--- src/rtl/hls_ctrl_pkg.sv ---
// Shared definitions for the ap_ctrl_hs responder: state encoding and
// default latency / counter-width constants.
package hls_ctrl_pkg;

  typedef enum logic {
    IDLE = 1'b0,
    BUSY = 1'b1
  } ctrl_state_t;

  localparam int DEF_READY_LAT = 2;
  localparam int DEF_DONE_LAT  = 8;
  localparam int DEF_CNT_W     = 16;

endpackage

--- src/rtl/hls_sat_counter.sv ---
// Saturating up-counter: counts enabled edges and sticks at all-ones
// instead of wrapping back to zero.
module hls_sat_counter
  import hls_ctrl_pkg::*;
#(
  parameter int CNT_W = DEF_CNT_W
) (
  input  logic             i_clk,
  input  logic             i_rst,
  input  logic             i_en,
  output logic [CNT_W-1:0] o_count
);

  localparam logic [CNT_W-1:0] MAX_CNT = '1;
  localparam logic [CNT_W-1:0] ONE_CNT = CNT_W'(1);

  logic [CNT_W-1:0] r_count;

  // Count one per enabled edge, holding once the maximum is reached.
  always_ff @(posedge i_clk or posedge i_rst) begin
    if (i_rst) begin
      r_count <= '0;
    end else if (i_en && (r_count != MAX_CNT)) begin
      r_count <= r_count + ONE_CNT;
    end
  end

  assign o_count = r_count;

endmodule

--- src/rtl/hls_ctrl_responder.sv ---
// Core-side responder for the HLS ap_ctrl_hs block-level handshake.
// Accepts ap_start, pulses ap_ready and ap_done after fixed latencies,
// counts completed transactions and busy cycles, and flags an initiator
// that drops ap_start before it has seen ap_ready.
module hls_ctrl_responder
  import hls_ctrl_pkg::*;
#(
  parameter int READY_LAT = DEF_READY_LAT,
  parameter int DONE_LAT  = DEF_DONE_LAT,
  parameter int CNT_W     = DEF_CNT_W
) (
  input  logic             i_clk,
  input  logic             i_rst,
  input  logic             i_ap_start,
  output logic             o_ap_idle,
  output logic             o_ap_ready,
  output logic             o_ap_done,
  output logic [CNT_W-1:0] o_doneCount,
  output logic [CNT_W-1:0] o_busyCycles,
  output logic             o_protocolErr
);

  // Latency targets in counter width; all comparisons are unsigned.
  localparam logic [CNT_W-1:0] READY_CNT = CNT_W'(READY_LAT);
  localparam logic [CNT_W-1:0] DONE_CNT  = CNT_W'(DONE_LAT);
  localparam logic [CNT_W-1:0] ONE_CNT   = CNT_W'(1);

  ctrl_state_t      r_state;
  logic [CNT_W-1:0] r_cnt;
  logic             r_idle;
  logic             r_ready;
  logic             r_done;
  logic             r_protoErr;

  ctrl_state_t      w_stateNext;
  logic [CNT_W-1:0] w_cntNext;
  logic             w_idleNext;
  logic             w_startViol;
  logic             w_readySet;
  logic             w_doneSet;
  logic             w_busyNow;

  // State register plus the registered handshake outputs and sticky error.
  always_ff @(posedge i_clk or posedge i_rst) begin
    if (i_rst) begin
      r_state    <= IDLE;
      r_cnt      <= '0;
      r_idle     <= 1'b1;
      r_ready    <= 1'b0;
      r_done     <= 1'b0;
      r_protoErr <= 1'b0;
    end else begin
      r_state <= w_stateNext;
      r_cnt   <= w_cntNext;
      r_idle  <= w_idleNext;
      r_ready <= w_readySet;
      r_done  <= w_doneSet;
      if (w_startViol) begin
        r_protoErr <= 1'b1;
      end
    end
  end

  // Next-state logic: r_cnt holds k just before edge t0+k, so the value it
  // takes at an edge tells which latency target that edge reaches. ap_start
  // must stay high until ap_ready is visible; once the ready pulse is on the
  // wire the initiator may drop it, so only edges with r_cnt < READY_LAT are
  // checked.
  always_comb begin
    w_stateNext = r_state;
    w_cntNext   = r_cnt;
    w_idleNext  = r_idle;
    w_startViol = 1'b0;
    case (r_state)
      IDLE: begin
        if (i_ap_start) begin
          w_stateNext = BUSY;
          w_cntNext   = ONE_CNT;
          w_idleNext  = 1'b0;
        end
      end
      BUSY: begin
        if (r_cnt >= DONE_CNT) begin
          if (i_ap_start) begin
            w_cntNext = ONE_CNT;
          end else begin
            w_stateNext = IDLE;
            w_cntNext   = '0;
            w_idleNext  = 1'b1;
          end
        end else begin
          w_cntNext = r_cnt + ONE_CNT;
          if ((r_cnt < READY_CNT) && !i_ap_start) begin
            w_startViol = 1'b1;
          end
        end
      end
      default: begin
        w_stateNext = IDLE;
        w_cntNext   = '0;
        w_idleNext  = 1'b1;
      end
    endcase
    w_readySet = (w_stateNext == BUSY) && (w_cntNext == READY_CNT);
    w_doneSet  = (w_stateNext == BUSY) && (w_cntNext == DONE_CNT);
  end

  assign w_busyNow = (r_state == BUSY);

  hls_sat_counter #(
    .CNT_W (CNT_W)
  ) u_doneCounter (
    .i_clk   (i_clk),
    .i_rst   (i_rst),
    .i_en    (w_doneSet),
    .o_count (o_doneCount)
  );

  hls_sat_counter #(
    .CNT_W (CNT_W)
  ) u_busyCounter (
    .i_clk   (i_clk),
    .i_rst   (i_rst),
    .i_en    (w_busyNow),
    .o_count (o_busyCycles)
  );

  assign o_ap_idle     = r_idle;
  assign o_ap_ready    = r_ready;
  assign o_ap_done     = r_done;
  assign o_protocolErr = r_protoErr;

endmodule
--- config.mk ---
export PLATFORM = sky130hd
export DESIGN_NAME = hls_ctrl_responder
export DESIGN_NICKNAME = d
export VERILOG_FILES = /design/src/rtl/hls_ctrl_pkg.sv /design/src/rtl/hls_sat_counter.sv /design/src/rtl/hls_ctrl_responder.sv
export SDC_FILE = /design/constraint.sdc
export NUM_CORES = 1
export LEC_CHECK = 0
export CELL_PAD_IN_SITES_DETAIL_PLACEMENT = 1
export CELL_PAD_IN_SITES_GLOBAL_PLACEMENT = 1
export CORE_MARGIN = 4
export CORE_UTILIZATION = 37
export DETAILED_ROUTE_END_ITERATION = 8
export PLACE_DENSITY_LB_ADDON = 0.15
export SLEW_MARGIN = 40
export SYNTH_ARGS = -nofsm -noshare
export SYNTH_HDL_FRONTEND = slang
export SYNTH_SLANG_ARGS = --single-unit
export TNS_END_PERCENT = 30
--- constraint.sdc ---
create_clock -name i_clk -period 2.1 [get_ports i_clk]
set_input_delay 0.21 -clock i_clk [delete_from_list [all_inputs] [get_ports i_clk]]
set_output_delay 0.21 -clock i_clk [all_outputs]
set_load 0.01 [all_outputs]
== Yosys cells after proc, flatten, opt, wreduce, memory -nomap -nowiden ==
Index checks and enable logic that the tools add are counted.
Storage, ports and cells
  logic and storage cells: 42
  output and inout port bits: 36
  bits of input ports: 3
  flip-flop bits (word level): 53
Cells by class
  add/subtract/negate cells: 3
  bitwise logic cells: 1
  equality and inequality tests: 7
  order comparisons: 2
  reductions and logical operators: 7
  multiplexer cells: 14
Operators by type and width (count)
  16-bit by 1-bit adder with 16-bit output, second input constant: 3
  16-bit 2-to-1 mux: 2
  16-bit inequality test, second input constant: 2
  16-bit case mux with 2 select lines: 1
  16-bit by 2-bit == test with 1-bit output, second input constant: 1
  16-bit by 4-bit == test with 1-bit output, second input constant: 1
  16-bit by 4-bit >= comparator with 1-bit output, second input constant: 1
  16-bit by 2-bit less-than comparator with 1-bit output, second input constant: 1
  1-bit 2-to-1 mux: 9
  1-bit logical AND: 5
  2-bit inequality test, second input constant: 2
  1-bit case mux with 2 select lines: 2
  3-bit AND reduction: 1
  2-bit by 1-bit inequality test with 1-bit output, second input constant: 1
  1-bit logical NOT: 1
  1-bit NOT: 1

== Depth between registers and ports, before layout ==
  depth after elaboration: 6
  gate-level depth with buffers: 6
  depth with buffers taken out: 6

== By module ==
A second synthesis with hierarchy kept.
Second synthesis, totals
  cells, all modules: 224
  area, all modules: 2587.5 µm²
By module, submodules not included
  hls_sat_counter: area an instance 805.8 µm², instances 2, cells an instance 71
  hls_ctrl_responder: area an instance 975.9 µm², instances 1, cells an instance 82

== Worst setup path after synthesis ==
OpenSTA, ideal clock, no wires.
  kind: register -> register
  from: register r_cnt[1]
  to: register u_doneCounter.r_count[1], in the netlist u_doneCounter.o_count[1]
  stages on the path, launching flop included: 6
  buffers on the path: 0
  required time: 1.975 ns
  setup slack: 0.012 ns
  arrival: 1.963 ns
  cell sequence: dfrtp_1 inv_1 ha_1 or3_4 a311oi_4 mux2_2
On the way
  cells in the longest elaborated chain, start to end: 6
  elaborated cells on any way between the ends: 10
  those cells by class: add/sub (1); order compare (1); eq/ne (1); mux (5); reduce/logical (2)
Ends and longest elaborated chain
  from (decl): RTL line hls_ctrl_responder.sv:29  | logic [CNT_W-1:0] r_cnt;
  from (signal assigned): RTL line hls_ctrl_responder.sv:54  | r_cnt <= w_cntNext;
  16-bit by 1-bit adder with 16-bit output / 16-bit by 4-bit >= comparator with 1-bit output (equally long branches): RTL line hls_ctrl_responder.sv:92, hls_ctrl_responder.sv:83
  16-bit 2-to-1 mux: RTL line hls_ctrl_responder.sv:83  | if (r_cnt >= DONE_CNT) begin
  16-bit case mux with 2 select lines: RTL line hls_ctrl_responder.sv:74  | case (r_state)
  16-bit by 4-bit == test with 1-bit output: RTL line hls_ctrl_responder.sv:105  | w_doneSet = (w_stateNext == BUSY) && (w_cntNext == DONE_CNT);
  1-bit logical AND (*): RTL line hls_ctrl_responder.sv:105
  1-bit logical AND (*): RTL line hls_sat_counter.sv:23  | end else if (i_en && (r_count != MAX_CNT)) begin
  to (signal assigned): RTL line hls_sat_counter.sv:24  | r_count <= r_count + ONE_CNT;
  to (decl): RTL line hls_sat_counter.sv:17  | logic [CNT_W-1:0] r_count;
Every way passes the cells marked *; elsewhere a longest branch is shown, timed or not.
A chain may end at the register's enable or synchronous reset.

== Final worst setup path ==
  from: register r_cnt[0]
  to: register u_doneCounter.r_count[1], in the netlist u_doneCounter.o_count[1]
The elaborated chain is that of the path after synthesis.

==> run_results.csv <==
group,metric,value,unit
critical_path,timing.critical_path.from_type,"register",
synthesis,avgSynthCellArea,10.9,um2
global_route,gr-total-overflow,0,
drt,detail_route_antenna_nets,0,
synthesis,synth-async-reset-ratio,1.00,
die,start_util,0.391,
die,cell_row_count,28,
sta,timing.fmax,494,MHz
cells_and_area,area.growth.synth_to_final,31.3,%
cells_and_area,layout-drive-gt1-share,0.137,
power_and_ir_drop,total_leakage_power,1.41,nW
drt,route.final.wire_length,5.48,mm
sta,setup_viol,0,
synthesis,yosysUniqueCellTypes,32,
placement,pre_cts_ws,-0.00529,ns
sta,final_hold_viol_count,0,
placement,dpl.hpwl,3.97,mm
clock_network,cts_tree,"done",
die,placeableCoreArea,6060,um2
sta,final-max-slew-violation-count,0,
cells_and_area,fin_area,3110,um2
critical_path,critical_path.startpoint,"r_cnt[0]$_DFF_PP0_",
drt,detailroute.via_count,1817,
critical_path,critical_path_class,"register to register",
global_route,grt_max_degree,25,
hold_path,holdCritPathClass,"primary input to asynchronous set/reset pin",
synthesis,postSynthCellCount,217,
drt,detail_route.first_pass.iterations,4,
critical_path,reg2reg_setup_slack,0.07,ns
power_and_ir_drop,pwr_density_cell,934,nW/um2
die,dieHeight,88.0,um
drt,vias_per_cell,5.15,
critical_path,crit_path_end_kind,"register",
clock_network,clk_latency_worst_skew_pair,0.30,ns
critical_path,crit_path_max_fanout,5,
cells_and_area,design.final.nets,284,
drt,drtIter0Drc,50,
clock_network,clk_tree_root_cell,"sky130_fd_sc_hd__clkbuf_8",
clock_network,tritoncts.num_buffers,5,
cells_and_area,antenna_diode_count,0,
synthesis,yosys_warnings,0,
die,die_area,7750,um2
clock_network,cts.sinks,53,
placement,numPortBuffers,38,
outcome,outcome,"finished clean",
run,maxCapViolations,0,
placement,gp_congestion,0.812,
global_route,initial_antenna_violation_count,0,
critical_path,required_time_at_the_endpoint_of_the_critical_path,2.29,ns
synthesis,number_of_flops_mapped_to_enable_cells_by_yosys,0,
sta,setup_ws,0.0741,ns
global_route,globalRouteTotalUtil,0.154,
cells_and_area,layout.core_utilization,0.513,
synthesis,ys_seq_elements,53,
clock_network,clk_pin_slew_worst_paths,0.09,ns
global_route,vias_in_the_first_global_route,1930,
sta,timing_worst_slew_pin_value,0.491,ns
clock_network,cts-htree-levels,2,
critical_path,cp.arrival,2.22,ns
critical_path,rr_worst_depth,6,
power_and_ir_drop,power.total,2.91,mW
sta,setup_total_negative_slack,0,ns
critical_path,regToRegStartpoint,"r_cnt[0]$_DFF_PP0_",
placement,detailed_place.area,2960,um2
die,pin_count,39,
drt,wire_per_inst,15.5,um
sta,finalWorstPathRequiredPeriod,2.03,ns
cells_and_area,multiInputGateArea,1040,um2
sta,share_of_the_clock_period_used_by_the_worst_path_after_layout,0.965,
synthesis,synthesis.nets,224,
drt,route.detailed.drc,0,
sta,worst_case_headroom_to_the_max_slew_limit,0.670,
clock_network,clock_path_buffers,2,
power_and_ir_drop,max-vdd-ir-drop,0.000507,V
synthesis,synth_ff_type,"sky130_fd_sc_hd__dfrtp_1",
clock_network,cts_hold_buf,0,
critical_path,reg2reg_to,"u_doneCounter.o_count[1]$_DFFE_PP0P_",
synthesis,synth_area,2370,um2
global_route,global_route_wire_length_before_repair,9.35,mm
cells_and_area,seq_area,1330,um2
die,die_w,88.0,um
synthesis,fraction_of_the_yosys_area_taken_by_sequential_cells,0.560,
cells_and_area,fillerInstances,673,
sta,final.setup_skew,0.00706,ns
## synth_stat cells (2+ instances only)
cell type	number	share of area
sky130_fd_sc_hd__o21ai_0	8	0.017
sky130_fd_sc_hd__nand4_1	11	0.029
sky130_fd_sc_hd__mux2_2	4	0.019
sky130_fd_sc_hd__nor2_1	17	0.027
sky130_fd_sc_hd__and2_1	13	0.034
sky130_fd_sc_hd__and3_1	8	0.021
sky130_fd_sc_hd__nand2_1	23	0.036
sky130_fd_sc_hd__nor3_1	7	0.015
sky130_fd_sc_hd__nand3_1	13	0.027
sky130_fd_sc_hd__xnor2_1	16	0.059
sky130_fd_sc_hd__ha_1	4	0.021
sky130_fd_sc_hd__xor2_1	7	0.026
sky130_fd_sc_hd__o21a_1	2	0.0063
sky130_fd_sc_hd__and4_1	4	0.015
sky130_fd_sc_hd__inv_1	7	0.011
sky130_fd_sc_hd__a21oi_1	5	0.011
sky130_fd_sc_hd__nor4_2	2	0.011
sky130_fd_sc_hd__dfrtp_1	52	0.55
## worst max-delay path by stage
stage                                                       end  slack [ns]  cells past startpoint
after floorplan            u_doneCounter.o_count[1]$_DFFE_PP0P_        0.01                      5
after global placement     u_doneCounter.o_count[1]$_DFFE_PP0P_      -0.008                      6
after detailed placement   u_doneCounter.o_count[1]$_DFFE_PP0P_      -0.005                      6
after CTS                 u_doneCounter.o_count[10]$_DFFE_PP0P_       0.005                      7
after global routing       u_doneCounter.o_count[1]$_DFFE_PP0P_       -0.01                      6
final                      u_doneCounter.o_count[1]$_DFFE_PP0P_        0.07                      6
## metrics by stage
step	std cells	hold WS (ns)
after floorplan	217	0.312
after global placement	343	0.457
after detailed placement	343	0.458
after CTS	351	0.264
after global routing	353	0.274
final	353	0.248
## what timing repair did
action | CTS | global route
setup buffers | 0 | 1
endpoints found under the hold margin | 0 | 0
setup endpoints to repair | 1 | 12
pin swaps | 0 | 1
gates cloned | 0 | 1
gates resized for setup | 1 | 5
## logic make-up (layout without fill, tap and decap cells)
family	Yosys count	in the layout	share of synthesized area
simple gates	102	102	0.233
buf+inv	9	70	0.0158
flops	53	53	0.560
mux	5	5	0.0232
fa+ha+maj	4	4	0.0211
compound gates	21	21	0.0613
xor+xnor	23	23	0.0850
## area by class of cell
| type | count | share of cell area |
|---|---|---|
| timing repair buffer | 55 | 0.169 |
| tap | 75 | 0.0302 |
| sequential | 53 | 0.427 |
| inverter | 7 | 0.00845 |
| clock inverter | 1 | 0.00161 |
| multi-input combinational | 155 | 0.333 |
| clock buffer | 7 | 0.0310 |
## report_power, final
part,switching (mW),total [mW],internal [mW]
Clock,0.330,0.629,0.299
Sequential,0.160,1.33,1.17
Combinational,0.451,0.945,0.494
Total,0.942,2.91,1.96
## cells in the final DEF, fill, tap and decap left out, types with 8 or more instances in the layout
cell / instances
sky130_fd_sc_hd__and2_1: 13
sky130_fd_sc_hd__and3_1: 8
sky130_fd_sc_hd__buf_4: 15
sky130_fd_sc_hd__clkdlybuf4s50_1: 38
sky130_fd_sc_hd__dfrtp_1: 52
sky130_fd_sc_hd__nand2_1: 23
sky130_fd_sc_hd__nand3_1: 13
sky130_fd_sc_hd__nand4_1: 11
sky130_fd_sc_hd__nor2_1: 16
sky130_fd_sc_hd__o21ai_0: 8
sky130_fd_sc_hd__xnor2_1: 16
## worst max-delay path, cell delays in order (launching register included)
cell and delay (ns):
sky130_fd_sc_hd__dfrtp_1 0.41, sky130_fd_sc_hd__inv_1 0.13, sky130_fd_sc_hd__ha_4 0.22, sky130_fd_sc_hd__or3_4 0.40, sky130_fd_sc_hd__a311oi_4 0.26, sky130_fd_sc_hd__buf_6 0.17, sky130_fd_sc_hd__mux2_2 0.32
## per-layer routing
layer,track usage,part of all wire,vias to the layer above
met5,0,0,-
met4,0.0288,0.0057,0
met3,0.0423,0.033,4
met2,0.257,0.50,29
met1,0.204,0.47,909
li1,-,-,875
## flip-flops by register name, summed over array words and instances (netlist names)
name	cells
r_state	1
o_ap_done	1
o_ap_idle	1
u_busyCounter.o_count	16
o_protocolErr	1
r_cnt	16
o_ap_ready	1
u_doneCounter.o_count	16
Power figures use the tool's default switching activity.
